===== src/rtl/sad_min_search_if.sv =====
// Host and SAD-engine signal bundle for sad_min_search.
// master: the search controller; slave: host plus SAD engine side.
interface sad_min_search_if #(
  parameter int IDX_W = 4
);
  logic             Start;
  logic             Busy;
  logic             Done;
  logic [IDX_W-1:0] Best_Idx;
  logic [31:0]      Best_Sad;
  logic [IDX_W-1:0] Cand_Sel;
  logic             Sad_Go;
  logic             Sad_Done;
  logic [31:0]      Sad_In;

  modport master (
    input  Start, Sad_Done, Sad_In,
    output Busy, Done, Best_Idx, Best_Sad, Cand_Sel, Sad_Go
  );

  modport slave (
    output Start, Sad_Done, Sad_In,
    input  Busy, Done, Best_Idx, Best_Sad, Cand_Sel, Sad_Go
  );
endinterface


===== src/rtl/sad_min_search.sv =====
// Best-match candidate search: issues one SAD pass per candidate and keeps the minimum.
// Optional macro SADMIN_ZERO_EXIT_EN: a zero SAD ends the search early.
module sad_min_search #(
  parameter int N_CAND = 16,
  parameter int IDX_W  = 4
) (
  input logic               Clk,
  input logic               Rst,
  sad_min_search_if.master  bus
);

  typedef enum logic [2:0] {
    S_IDLE,
    S_ISSUE,
    S_WAIT,
    S_NEXT,
    S_FIN
  } state_e;

  localparam logic [IDX_W-1:0] LAST_IDX = IDX_W'(N_CAND - 1);

  state_e           state_q, state_d;
  logic [IDX_W-1:0] cand_q, cand_d;
  logic [31:0]      min_q, min_d;
  logic [IDX_W-1:0] min_idx_q, min_idx_d;
  logic [31:0]      best_sad_q, best_sad_d;
  logic [IDX_W-1:0] best_idx_q, best_idx_d;

  always_comb begin
    state_d    = state_q;
    cand_d     = cand_q;
    min_d      = min_q;
    min_idx_d  = min_idx_q;
    best_sad_d = best_sad_q;
    best_idx_d = best_idx_q;
    case (state_q)
      S_IDLE: begin
        if (bus.Start) begin
          cand_d    = '0;
          min_d     = '1;
          min_idx_d = '0;
          state_d   = S_ISSUE;
        end
      end
      S_ISSUE: state_d = S_WAIT;
      S_WAIT: begin
        if (bus.Sad_Done) begin
          if (bus.Sad_In < min_q) begin
            min_d     = bus.Sad_In;
            min_idx_d = cand_q;
          end
`ifdef SADMIN_ZERO_EXIT_EN
          state_d = (bus.Sad_In == '0) ? S_FIN : S_NEXT;
`else
          state_d = S_NEXT;
`endif
        end
      end
      S_NEXT: begin
        if (cand_q == LAST_IDX) begin
          state_d = S_FIN;
        end else begin
          cand_d  = cand_q + 1'b1;
          state_d = S_ISSUE;
        end
      end
      S_FIN:   state_d = S_IDLE;
      default: state_d = S_IDLE;
    endcase
    // Results are latched on entry to FIN so they are valid during the Done cycle;
    // min_d covers the zero-exit path where the minimum is captured on the same edge.
    if (state_d == S_FIN) begin
      best_sad_d = min_d;
      best_idx_d = min_idx_d;
    end
  end

  always_ff @(posedge Clk) begin
    if (Rst) begin
      state_q    <= S_IDLE;
      cand_q     <= '0;
      min_q      <= '1;
      min_idx_q  <= '0;
      best_sad_q <= '0;
      best_idx_q <= '0;
    end else begin
      state_q    <= state_d;
      cand_q     <= cand_d;
      min_q      <= min_d;
      min_idx_q  <= min_idx_d;
      best_sad_q <= best_sad_d;
      best_idx_q <= best_idx_d;
    end
  end

  assign bus.Busy     = (state_q != S_IDLE);
  assign bus.Done     = (state_q == S_FIN);
  assign bus.Sad_Go   = (state_q == S_ISSUE);
  assign bus.Cand_Sel = cand_q;
  assign bus.Best_Sad = best_sad_q;
  assign bus.Best_Idx = best_idx_q;

endmodule


===== src/flat_wrapper.sv =====
// flat-port wrapper written by rule: the top's interface ports become plain ports
module sad_min_search_flat 
#(
  parameter int N_CAND = 16,
  parameter int IDX_W  = 4
)
  (Clk, Rst, bus_Start, bus_Sad_Done, bus_Sad_In, bus_Busy, bus_Done, bus_Best_Idx, bus_Best_Sad, bus_Cand_Sel, bus_Sad_Go);
  sad_min_search_if #(.IDX_W(IDX_W)) bus_i ();
  input logic Clk;
  input logic Rst;
  input wire logic [$bits(bus_i.Start)-1:0] bus_Start;
  input wire logic [$bits(bus_i.Sad_Done)-1:0] bus_Sad_Done;
  input wire logic [$bits(bus_i.Sad_In)-1:0] bus_Sad_In;
  output wire logic [$bits(bus_i.Busy)-1:0] bus_Busy;
  output wire logic [$bits(bus_i.Done)-1:0] bus_Done;
  output wire logic [$bits(bus_i.Best_Idx)-1:0] bus_Best_Idx;
  output wire logic [$bits(bus_i.Best_Sad)-1:0] bus_Best_Sad;
  output wire logic [$bits(bus_i.Cand_Sel)-1:0] bus_Cand_Sel;
  output wire logic [$bits(bus_i.Sad_Go)-1:0] bus_Sad_Go;
  assign bus_i.Start = bus_Start;
  assign bus_i.Sad_Done = bus_Sad_Done;
  assign bus_i.Sad_In = bus_Sad_In;
  assign bus_Busy = bus_i.Busy;
  assign bus_Done = bus_i.Done;
  assign bus_Best_Idx = bus_i.Best_Idx;
  assign bus_Best_Sad = bus_i.Best_Sad;
  assign bus_Cand_Sel = bus_i.Cand_Sel;
  assign bus_Sad_Go = bus_i.Sad_Go;
  sad_min_search #(.N_CAND(N_CAND), .IDX_W(IDX_W)) u_core (.Clk(Clk), .Rst(Rst), .bus(bus_i));
endmodule

===== config.mk =====
export PLATFORM = sky130hd
export DESIGN_NAME = sad_min_search_flat
export DESIGN_NICKNAME = d
export VERILOG_FILES = /design/src/rtl/sad_min_search_if.sv /design/src/rtl/sad_min_search.sv /design/src/flat_wrapper.sv
export SDC_FILE = /design/constraint.sdc
export NUM_CORES = 1
export LEC_CHECK = 0
export BUFFER_PORTS_ARGS = -buffer_cell sky130_fd_sc_hd__buf_4
export CAP_MARGIN = 15
export CORE_ASPECT_RATIO = 2
export CORE_MARGIN = 5
export CORE_UTILIZATION = 40
export CTS_BUF_LIST = sky130_fd_sc_hd__clkbuf_4
export CTS_CLUSTER_SIZE = 10
export DETAILED_ROUTE_END_ITERATION = 6
export PLACE_DENSITY_LB_ADDON = 0.05
export SLEW_MARGIN = 10
export SYNTH_ARGS = -nofsm -noshare
export SYNTH_HDL_FRONTEND = slang
export SYNTH_SLANG_ARGS = --single-unit

===== constraint.sdc =====
create_clock -name Clk -period 4.82 [get_ports Clk]
set_clock_uncertainty 0.05 [all_clocks]
set_input_delay 0.241 -clock Clk [delete_from_list [all_inputs] [get_ports Clk]]
set_output_delay 0.241 -clock Clk [all_outputs]
set_load 0.03 [all_outputs]

## After elaboration in Yosys (flattened, before gate mapping)

Index checks and enable logic that the tools add are counted.

| operators by class | value |
|---|---|
| $add $sub $neg | 1 |
| order comparisons | 1 |
| eq/ne operators | 8 |
| muxes and demuxes | 15 |
| reduce and logical (&&, ||, !) cells | 4 |

Operator list:

| kind | number |
|---|---|
| $mux W32 | 3 |
| $pmux W32 S2 | 1 |
| $lt A32 B32 Y1 | 1 |
| $mux W4 | 5 |
| $pmux W4 S2 | 2 |
| $pmux W3 S4 | 1 |
| $mux W3 | 3 |
| $eq A3 B2 Y1 const B | 2 |
| $eq A3 B3 Y1 const B | 2 |
| $add A4 B1 Y4 const B | 1 |
| $eq A4 B4 Y1 const B | 1 |
| $ne A2 B2 Y1 const B | 2 |
| $eq A3 B1 Y1 const B | 1 |
| $logic_not A3 Y1 | 1 |
| $reduce_and A3 Y1 | 1 |
| $reduce_bool A3 Y1 | 1 |
| $reduce_bool A2 Y1 | 1 |

| word-level totals | value |
|---|---|
| register bits after elaboration | 79 |
| input port bits | 36 |
| output and inout bits | 43 |

## Longest topological paths before layout

Gate-level depths: netlist of the first run.

| depth | value |
|---|---|
| depth in word-level cells | 4 |
| mapped depth | 11 |
| mapped depth without buffers | 8 |

## Worst setup path after synthesis of the first run

OpenSTA, ideal clock, no wires.

| path | value |
|---|---|
| kind | register -> register |
| start | register u_core.min_q[22] |
| end | register u_core.min_q[0] |
| arrival | 2128 ps |
| data required time | 4650 ps |
| slack | 2522 ps |
| cell stages (with the launch flop) | 12 |
| buffers on the path | 3 |
| cell sequence | dfxtp_1 inv_1 ha_1 nand4_2 nor4_2 nand3_1 o2111a_1 buf_6 and2_4 buf_6 buf_8 mux2i_1 |

| between the ends | value |
|---|---|
| longest elaborated chain between the ends | 4 |

RTL lines:

| item | RTL line | source |
|---|---|---|
| from (decl) | sad_min_search.sv:24 | `logic [31:0] min_q, min_d;` |
| from (signal assigned) | sad_min_search.sv:89 | `min_q <= min_d;` |
| $lt A32 B32 Y1 | sad_min_search.sv:48 | `if (bus.Sad_In < min_q) begin` |
| $mux W32 | sad_min_search.sv:48 |  |
| $mux W32 | sad_min_search.sv:47 | `if (bus.Sad_Done) begin` |
| $pmux W32 S2 | sad_min_search.sv:36 | `case (state_q)` |

No other way between the ends.
A chain may end at the register's enable or synchronous reset.

## Worst setup path in the final report of the first run

| path | value |
|---|---|
| start | input port bus_Sad_In[13] |
| end | register u_core.min_q[27] |

| between the ends | value |
|---|---|
| longest elaborated chain between the ends | 4 |

RTL lines:

| item | RTL line | source |
|---|---|---|
| from (decl) | flat_wrapper.sv:13 | `input wire logic [$bits(bus_i.Sad_In)-1:0] bus_Sad_In;` |
| $lt A32 B32 Y1 | sad_min_search.sv:48 |  |
| $mux W32 | sad_min_search.sv:48 |  |
| $mux W32 | sad_min_search.sv:47 |  |
| $pmux W32 S2 | sad_min_search.sv:36 |  |

No other way between the ends.

==> reports/qor.yml, run 1 <==
outcome:
  status: "finished clean"
routing:
  final_antenna_net_count: 0
  dr.pass1.iters: 4
  totalWireLength_um: 9570
  wl_per_cell_um: 14.8
  route.vias.total: 3379
  drc: 0
  drt_iter0_markers: 107
  routed_via_density: 5.21
yosys:
  synth_top_area_cell: "dfxtp_1"
  synth_edf_count: 0
  syn_area_per_cell_sq_um: 8.51
  yosys_warnings: 0
  synth_nets: 522
  syn_inst: 454
  synth_async_sr_flop_share: 0
  netlist.area_leader.share: 0.409
  synthTopCellsByArea: "dfxtp_1, ha_1, nand2_1"
  ys_ff_latch: 79
  synth_area_sq_um: 3860
  yosysUniqueCellTypes: 42
  ys.flop_type: "dfxtp_1"
  ys_seq_area_frac: 0.409
critical_path:
  crit_family: "compound AO/OA/AOI/OAI gates"
  crit_buf_inv: 2
  worstSetupPathType: "primary input to flip-flop"
  cp_slowest_stage_delay_ns: 0.56
  startpoint: "bus_Sad_In[13]"
  crit_chain: "dlygate4sd3_1 > buf_4 > ha_1 > a21oi_1 > o21ai_0 > a221o_1 > o21ai_2 > and2_4 > mux2i_1"
  slowest_stage: "and2_4"
  crit_fanout: 35
  r2r-start: "u_core.min_q[2]$_SDFF_PP1_"
  regToRegEndpoint: "u_core.min_q[27]$_SDFF_PP1_"
  regToRegSetupSlack_ns: 2.34
  path_depth: 9
  r2r_cells: 8
  cp-start-kind: "primary input"
  worstPathArrival_ns: 2.87
  required_ns: 5.13
  worst_setup_path_end_kind: "flip-flop"
clock_tree:
  cts_tree: "done"
  cts.path.max_buffers: 2
  cts_setup_buffers: 0
  clock_sinks: 79
  clk_latency_ns: 0.43
  htree_levels: 3
  cts-buffers-inserted: 9
  root_buffer: "clkbuf_4"
  cts.clk_slew.worst_paths_ns: 0.11
sta:
  tightest_slew_ns: 0.759
  setup_viol: 0
  relSlewSlack: 0.494
  hold_viol_final: 0
  rsz0062_at_grt: "false"
  finalMaxSlewViolations: 0
  finalCritPeriodShare: 0.531
  fin_tns_setup_ns: 0
  fmax_mhz: 390
  finalCriticalPeriod_ns: 2.56
hold_path:
  hold_class: "primary input to flip-flop"
  min_to: "u_core.min_q[2]$_SDFF_PP1_"
  min_from: "bus_Sad_In[2]"
  min_path_cells: 3
place:
  dp_hpwl_um: 6970
  routabilityCongestion: 0.813
  port_buffers: 78
final_layout:
  layout-drive-gt1-share: 0.230
  num-nets-final: 606
  fillers: 942
  mostFrequentLayoutCells: "nand2_1, buf_4, dfxtp_1"
  synthToLayoutAreaGrowth_pct: 24.4
global_route:
  grt_first_pass_wirelength_um: 16000
  grt-ovfl-total: 0
  grt_pass1_vias: 3432
  antenna_found_initial: 1
  grt_max_degree: 53
  grtUsageTotal: 0.170
job:
  timing.max_cap.violations: 0
floorplanning:
  boundaryPins: 79
  initial_utilization: 0.412
  die_h_um: 149
  fp-row-count: 50
  core_sq_um: 9380
  die_area_sq_um: 11800
  die_w_um: 79.5
power:
  p_leak_nw: 2.16
  cellPowerDensity_nw_per_um2: 271
  peakVddDrop_uv: 204
  p_total_mw: 1.30
power breakdown:
part | total [mW] | switching [mW] | internal [mW] | leakage [nW]
registers | 0.682 | 0.0146 | 0.668 | 0.639
clock network | 0.438 | 0.220 | 0.218 | 0.0859
logic | 0.183 | 0.105 | 0.0784 | 1.44
total | 1.30 | 0.339 | 0.965 | 2.16
timing repair:
| action | 4_1_cts | 5_1_grt |
|---|---|---|
| resized for setup | 0 | 0 |
| endpoints found under the setup margin | 0 | 0 |
| hold endpoints to repair | 18 | 0 |
| hold buffers | 18 | 0 |
final cells by class:
type,count,area [sq um],share of cell area
Multi-Input combinational cell,315,2020,0.419
Sequential cell,79,1580,0.329
Timing Repair Buffer,101,803,0.167
Tap cell,104,130,0.0271
Inverter,32,120,0.0250
Clock buffer,11,82.6,0.0172
Clock inverter,5,72.6,0.0151
Antenna cell,1,2.50,0.000520
metal layers:
metal / track usage / vias up / routed length (um)
met4: 0.0775 / 0 / 204
met3: 0.0254 / 14 / 323
met2: 0.314 / 65 / 5150
met1: 0.186 / 1572 / 3890
met5: 0 / - / 0
li1: - / 1728 / -
worst reg2reg max path, stage by stage (launching register included):
cell and delay [ns]:
dfxtp_1 0.38, inv_1 0.08, ha_1 0.29, a211oi_1 0.22, o21ai_1 0.10, a21oi_1 0.25
o2111a_1 0.24, and2_4 0.55, mux2i_1 0.26
Yosys cell counts (all sizes together) (7+ instances only):
cell type / number
a21oi: 54
buf: 8
clkbuf: 20
dfxtp: 79
ha: 32
inv: 31
mux2i: 10
nand2: 83
nand3: 38
nor2: 27
o211ai: 24
o21ai: 7
sequential cells by signal, indices dropped and copies added, names as in the netlist:
signal / cells
u_core.bus.Best_Idx: 4
u_core.bus.Cand_Sel: 4
u_core.min_idx_q: 4
u_core.min_q: 32
u_core.bus.Best_Sad: 32
u_core.state_q: 3
cell families after synthesis:
kind of cell | count (synthesis) | synth area share
xor+xnor | 3 | 0.00680
fa+ha+maj | 32 | 0.104
buf+inv | 60 | 0.0690
simple gates | 174 | 0.204
compound gates | 96 | 0.181
flops | 79 | 0.409
mux | 10 | 0.0259
through the flow:
stage	hold slack (ns)	worst slack (ns)	area [sq um]	instances	util
global route	0.00903	2.12	4810	648	0.512
CTS	0.00157	2.28	4810	647	0.512
global placement	0.389	2.34	4470	613	0.476
finish	0.0285	2.26	4810	648	0.512
detailed placement	0.395	2.29	4470	613	0.476
floorplan	0.351	2.52	3860	454	-
how the worst max path moves through the flow:
stage / to / slack (ns)
floorplan: u_core.min_q[0]$_SDFF_PP1_ / 2.52
global placement: u_core.min_q[26]$_SDFF_PP1_ / 2.34
detailed placement: u_core.min_q[27]$_SDFF_PP1_ / 2.29
CTS: u_core.min_q[0]$_SDFF_PP1_ / 2.28
global route: u_core.min_q[27]$_SDFF_PP1_ / 2.12
finish: u_core.min_q[27]$_SDFF_PP1_ / 2.26
Note: power is estimated with default switching activity, not from simulation.
==> run 2, diff against run 1 <==
--- a/config.mk
+++ b/config.mk
@@ -5,6 +5,7 @@
 export SDC_FILE = /design/constraint.sdc
 export NUM_CORES = 1
 export LEC_CHECK = 0
+export ABC_AREA = 1
 export BUFFER_PORTS_ARGS = -buffer_cell sky130_fd_sc_hd__buf_4
 export CAP_MARGIN = 15
 export CORE_ASPECT_RATIO = 2
==> constraint.sdc (replaced) <==
create_clock -name Clk -period 2.35 [get_ports Clk]
set_clock_uncertainty 0.05 [all_clocks]
set_input_delay 0.1175 -clock Clk [delete_from_list [all_inputs] [get_ports Clk]]
set_output_delay 0.1175 -clock Clk [all_outputs]
set_load 0.03 [all_outputs]
==> run 2 against run 1 <==
Combinational power rose to 3.4 times the previous value. Wire length up 32%. Critical path depth up 4. Clock-buffer cell count down 1. Total power up 130%. Non-clock buffer count up 19. Largest power group unchanged.
==> reports/qor.yml, run 2 <==
outcome:
  status: "finished clean"
yosys:
  synth_area_sq_um: 4630
  syn_area_per_cell_sq_um: 6.85
  ys_ff_latch: 79
  syn_inst: 676
  yosys_warnings: 0
  ys.flop_type: "dfxtp_1"
  synth_edf_count: 0
  ys_seq_area_frac: 0.342
  synthTopCellsByArea: "dfxtp_1, nand3_1, inv_1"
  yosysMostFrequentCell: "inv_1"
  synth_commonest_cells: "inv_1, nand3_1, nand2_1"
  synth_async_sr_flop_share: 0
  netlist.area_leader.share: 0.342
  synth_nets: 744
  synth_top_area_cell: "dfxtp_1"
  yosysUniqueCellTypes: 32
sta:
  finalCritPeriodShare: 0.946
  fmax_mhz: 450
  rsz0062_at_grt: "true"
  tightest_slew_ns: 0.511
  relSlewSlack: 0.659
  setup_viol: 0
  finalMaxSlewViolations: 0
  fin_tns_setup_ns: 0
  hold_viol_final: 0
  finalCriticalPeriod_ns: 2.22
critical_path:
  crit_family: "simple AND/OR/NAND/NOR gates"
  crit_fanout: 18
  worstPathArrival_ns: 2.50
  worst_setup_path_end_kind: "flip-flop"
  crit_chain: "inv_1 > ha_1 > nand4_1 > inv_2 > nand4_4 > nor2_2 > nand2_8 > nand2_4 > nand2_1 > nand3_1 > nand3_1 > nand2_1 > inv_1"
  cp-start-kind: "flip-flop"
  required_ns: 2.63
  worstSetupPathType: "flip-flop to flip-flop"
  crit_buf_inv: 3
  cp_slowest_stage_delay_ns: 0.36
  slowest_stage: "dfxtp_1"
final_layout:
  layout-drive-gt1-share: 0.158
  mostFrequentLayoutCells: "inv_1, nand3_1, nand2_1"
  num-nets-final: 843
  fillers: 1204
  utilization: 0.516
  mostFrequentLayoutCell: "inv_1"
  synthToLayoutAreaGrowth_pct: 26.5
routing:
  final_antenna_net_count: 0
  drt_iter0_markers: 194
  routed_via_density: 4.96
  route.vias.total: 4577
  drc: 0
  dr.pass1.iters: 4
  totalWireLength_um: 12700
  wl_per_cell_um: 13.7
power:
  cellPowerDensity_nw_per_um2: 505
  peakVddDrop_uv: 328
  p_leak_nw: 3.08
clock_tree:
  clk_latency_ns: 0.43
  cts-buffers-inserted: 9
  cts_tree: "done"
  root_buffer: "clkbuf_4"
  htree_levels: 3
  cts.path.max_buffers: 2
  cts.clk_slew.worst_paths_ns: 0.13
  clock_sinks: 79
place:
  dp_hpwl_um: 8440
  port_buffers: 78
  routabilityCongestion: 0.782
global_route:
  grtUsageMet1: 0.205
  met2_usage: 0.346
  grt_most_used_layer: "met2"
  antenna_found_initial: 1
  grt-ovfl-total: 0
  grt_first_pass_wirelength_um: 20900
  grtUsageTotal: 0.184
  grt_pass1_vias: 4636
  grt_max_degree: 73
  grtUsageMet3: 0.0269
hold_path:
  hold_class: "primary input to flip-flop"
floorplanning:
  core_sq_um: 11400
  die_h_um: 162
  die_area_sq_um: 14000
  initial_utilization: 0.408
  boundaryPins: 79
  fp-row-count: 55
  die_w_um: 86.1
job:
  timing.max_cap.violations: 0
-- run 2: changes by cell type after synthesis, moves of 32 or more --
cell	before	now
a21oi_1	54	21
inv_1	31	114
nand3b_1	1	35
nand3_1	38	110
o21ai_0	5	37
nor2_1	27	81
-- run 2: cells by family after synthesis --
group,synth area share
and+or+nand+nor,0.361
adders and majority gates,0.0865
buffers and inverters,0.134
DFF,0.342
AOI/OAI and AO/OA,0.0773
-- run 2: stage by stage --
step	cells	area (sq um)	hold WS, ns	power, mW	setup slack, ns
after global placement	874	5350	0.430	1.98	0.134
final	923	5860	0.0241	2.96	0.127
after floorplan	676	4630	0.323	1.82	0.452
after detailed placement	874	5350	0.439	2.00	0.0955
after CTS	921	5820	0.00181	2.99	0.0632
after global routing	923	5860	0.0500	3.12	-0.0212
-- run 2: repair_timing --
| item | in CTS | in global routing |
|---|---|---|
| hold buffers | 31 | 0 |
| endpoints found under the setup margin | 0 | 37 |
| gates resized for setup | 0 | 5 |
| buffers inserted | 0 | 0 |
| hold endpoints to repair | 31 | 0 |
-- run 2: area by class of cell --
| type | count | area, sq um | area share |
|---|---|---|---|
| Inverter | 120 | 450 | 0.0769 |
| Sequential cell | 79 | 1580 | 0.270 |
| Timing Repair Buffer | 120 | 1030 | 0.175 |
| Multi-Input combinational cell | 445 | 2460 | 0.420 |
| Clock buffer | 10 | 75.1 | 0.0128 |
| Antenna cell | 1 | 2.50 | 0.000427 |
| Tap cell | 142 | 178 | 0.0303 |
| Clock inverter | 6 | 85.1 | 0.0145 |
-- run 2: worst reg2reg max path, stage by stage, from the launching register on --
cell and delay, ns:
dfxtp_1 0.36, inv_1 0.06, ha_1 0.32, nand4_1 0.13, inv_2 0.10, nand4_4 0.10
nor2_2 0.22, nand2_8 0.14, nand2_4 0.26, nand2_1 0.10, nand3_1 0.10, nand3_1 0.07
nand2_1 0.08, inv_1 0.04
-- run 2: final timing paths --
kind / start / to / slack [ns] / cells after the start
setup / recovery: u_core.min_q[31]$_SDFF_PP1_ / u_core.bus.Best_Sad[24]$_SDFFE_PP0N_ / 0.13 / 13
hold / removal: bus_Sad_In[7] / u_core.min_q[7]$_SDFF_PP1_ / 0.02 / 4
setup reg to reg: u_core.min_q[31]$_SDFF_PP1_ / u_core.bus.Best_Sad[24]$_SDFFE_PP0N_ / 0.13 / 13
hold reg to reg: u_core.bus.Cand_Sel[1]$_SDFFE_PP0P_ / u_core.bus.Cand_Sel[1]$_SDFFE_PP0P_ / 0.47 / 2
-- run 2: layer usage --
layer  routed length [um]  share of wire
met5                    0              0
met4                  175          0.014
met3                  595          0.047
met2                 6720           0.53
met1                 5180           0.41
-- run 2: report_power, final --
part / switching [mW] / internal (mW) / leakage (nW)
Clock: 0.504 / 0.440 / 0.0840
Sequential: 0.0183 / 1.38 / 0.640
Combinational: 0.368 / 0.247 / 2.35
Total: 0.890 / 2.07 / 3.08
==> run 3, diff against run 2 <==
==> constraint.sdc (replaced) <==
create_clock -name Clk -period 2.35 [get_ports Clk]
set_clock_uncertainty 0.05 [all_clocks]
set_input_delay 0.47 -clock Clk [delete_from_list [all_inputs] [get_ports Clk]]
set_output_delay 0.47 -clock Clk [all_outputs]
set_load 0.03 [all_outputs]
==> run 3 against run 2 <==
Final cell count is 3.0% lower. Fmax is 3.9% higher. Sequential share of layout area is 1.4 points higher. Highest routed layer unchanged.
==> reports/qor.yml, run 3 (synthesized netlist as in run 2, its figures left out) <==
power:
  p_total_mw: 2.80
  p_leak_nw: 2.98
  cellPowerDensity_nw_per_um2: 502
  peakVddDrop_uv: 322
sta:
  setup_viol: 0
  hold_viol_final: 0
  fin_tns_setup_ns: 0
  holdWs_ns: 0.339
  setup_slack_ns: 0.210
  finalCriticalPeriod_ns: 2.14
  finalCritPeriodShare: 0.910
  fmax_mhz: 467
  tightest_slew_ns: 0.541
  relSlewSlack: 0.637
  rsz0062_at_grt: "false"
  finalMaxSlewViolations: 0
routing:
  wl_met1_um: 5140
  wl_met2_um: 6250
  dr.max_layer_used: "met4"
  drt_iter0_markers: 167
  drc: 0
  final_antenna_net_count: 0
  routed_via_density: 5.01
  dr.pass1.iters: 5
  wl_met3_um: 587
  wl_per_cell_um: 13.6
  totalWireLength_um: 12200
  route.vias.total: 4485
job:
  timing.max_cap.violations: 0
floorplanning:
  fp-row-count: 55
  die_area_sq_um: 14000
  die_w_um: 86.1
  core_sq_um: 11400
  boundaryPins: 79
  die_h_um: 162
  initial_utilization: 0.408
clock_tree:
  clk_latency_ns: 0.44
  root_buffer: "clkbuf_4"
  clock_sinks: 79
  ctsResizeCount: 0
  cts_tree: "done"
  cts.path.max_buffers: 2
  htree_levels: 3
  hold_buffers: 0
  cts_setup_buffers: 0
  cts-buffers-inserted: 9
  cts.clk_slew.worst_paths_ns: 0.14
global_route:
  antenna_found_initial: 1
  grt_pass1_vias: 4492
  grt_max_degree: 43
  grtUsageTotal: 0.182
  grt_first_pass_wirelength_um: 20500
  grt-ovfl-total: 0
critical_path:
  cp-start-kind: "flip-flop"
  regToRegSetupSlack_ns: 0.21
  crit_fanout: 10
  r2r_cells: 15
  worstPathArrival_ns: 2.45
  startpoint: "u_core.min_q[5]$_SDFF_PP1_"
  worst_setup_path_end_kind: "flip-flop"
  regToRegEndpoint: "u_core.bus.Best_Sad[20]$_SDFFE_PP0N_"
  crit_end: "u_core.bus.Best_Sad[20]$_SDFFE_PP0N_"
  worstSetupPathType: "flip-flop to flip-flop"
  r2r-start: "u_core.min_q[5]$_SDFF_PP1_"
  required_ns: 2.66
final_layout:
  synthToLayoutAreaGrowth_pct: 20.3
  final_area_sq_um: 5570
  num-nets-final: 815
  layout-drive-gt1-share: 0.168
  mostFrequentLayoutCells: "inv_1, nand3_1, nand2_1"
  fillers: 1213
  mostFrequentLayoutCell: "inv_1"
place:
  port_buffers: 78
  pre_cts_ws_ns: -0.0283
  routabilityCongestion: 0.785
  dp_hpwl_um: 8560
  placed_area_sq_um: 5430
hold_path:
  hold_class: "primary input to flip-flop"
outcome:
  status: "finished clean"
==> run 3: changes by cell type in the layout (fill, tap and decap cells not counted), moves of 2 or more <==
cell,previous run,this run
clkinv_2,1,3
buf_12,3,7
dlygate4sd3_1,31,0
buf_4,84,86
==> run 3: metal layers <==
metal  up-vias  track usage
met4         0       0.0764
li1       2297            -
met1      2058        0.211
met2       107        0.322
met3        23       0.0335
met5         -            0
==> run 3: power by group <==
group	internal [mW]	switching, mW
combinational	0.211	0.353
sequential	1.38	0.0177
clock	0.333	0.502
==> run 3: critical path, cell delays in order (launching register included) <==
cell,delay (ns)
dfxtp_1,0.33
inv_1,0.06
ha_1,0.29
a21oi_1,0.16
nor2_1,0.06
nor3_1,0.14
nand2_1,0.11
nand2_1,0.08
nand2_2,0.06
nand2_4,0.13
buf_4,0.20
nand3b_1,0.09
nand3_1,0.12
nand3_1,0.08
nand2_1,0.06
inv_1,0.03
==> run 3: worst min-delay path by stage <==
stage                                        startpoint                                   to  slack (ns)  cells after the start
global placement    u_core.bus.Cand_Sel[1]$_SDFFE_PP0P_  u_core.bus.Cand_Sel[1]$_SDFFE_PP0P_        0.44                      2
detailed placement  u_core.bus.Cand_Sel[1]$_SDFFE_PP0P_  u_core.bus.Cand_Sel[1]$_SDFFE_PP0P_        0.46                      2
CTS                                       bus_Sad_In[1]           u_core.min_q[1]$_SDFF_PP1_        0.31                      4
global route                              bus_Sad_In[1]           u_core.min_q[1]$_SDFF_PP1_        0.30                      4
finish                                   bus_Sad_In[18]          u_core.min_q[18]$_SDFF_PP1_        0.34                      4
floorplan                u_core.min_idx_q[0]$_SDFF_PP0_       u_core.min_idx_q[0]$_SDFF_PP0_        0.44                      2
==> run 3: layout make-up <==
cell class	instances	area (sq um)	share of cell area
Tap cell	142	178	0.0319
Timing Repair Buffer	93	786	0.141
Clock buffer	10	75.1	0.0135
Clock inverter	6	61.3	0.0110
Multi-Input combinational cell	444	2440	0.437
Sequential cell	79	1580	0.284
Antenna cell	1	2.50	0.000449
Inverter	120	450	0.0809
==> run 3: through the flow <==
step           utilization  std cells
6_report             0.491        895
5_1_grt              0.491        895
4_1_cts              0.490        894
3_5_place_dp         0.478        878
3_3_place_gp         0.478        878
2_1_floorplan            -        676
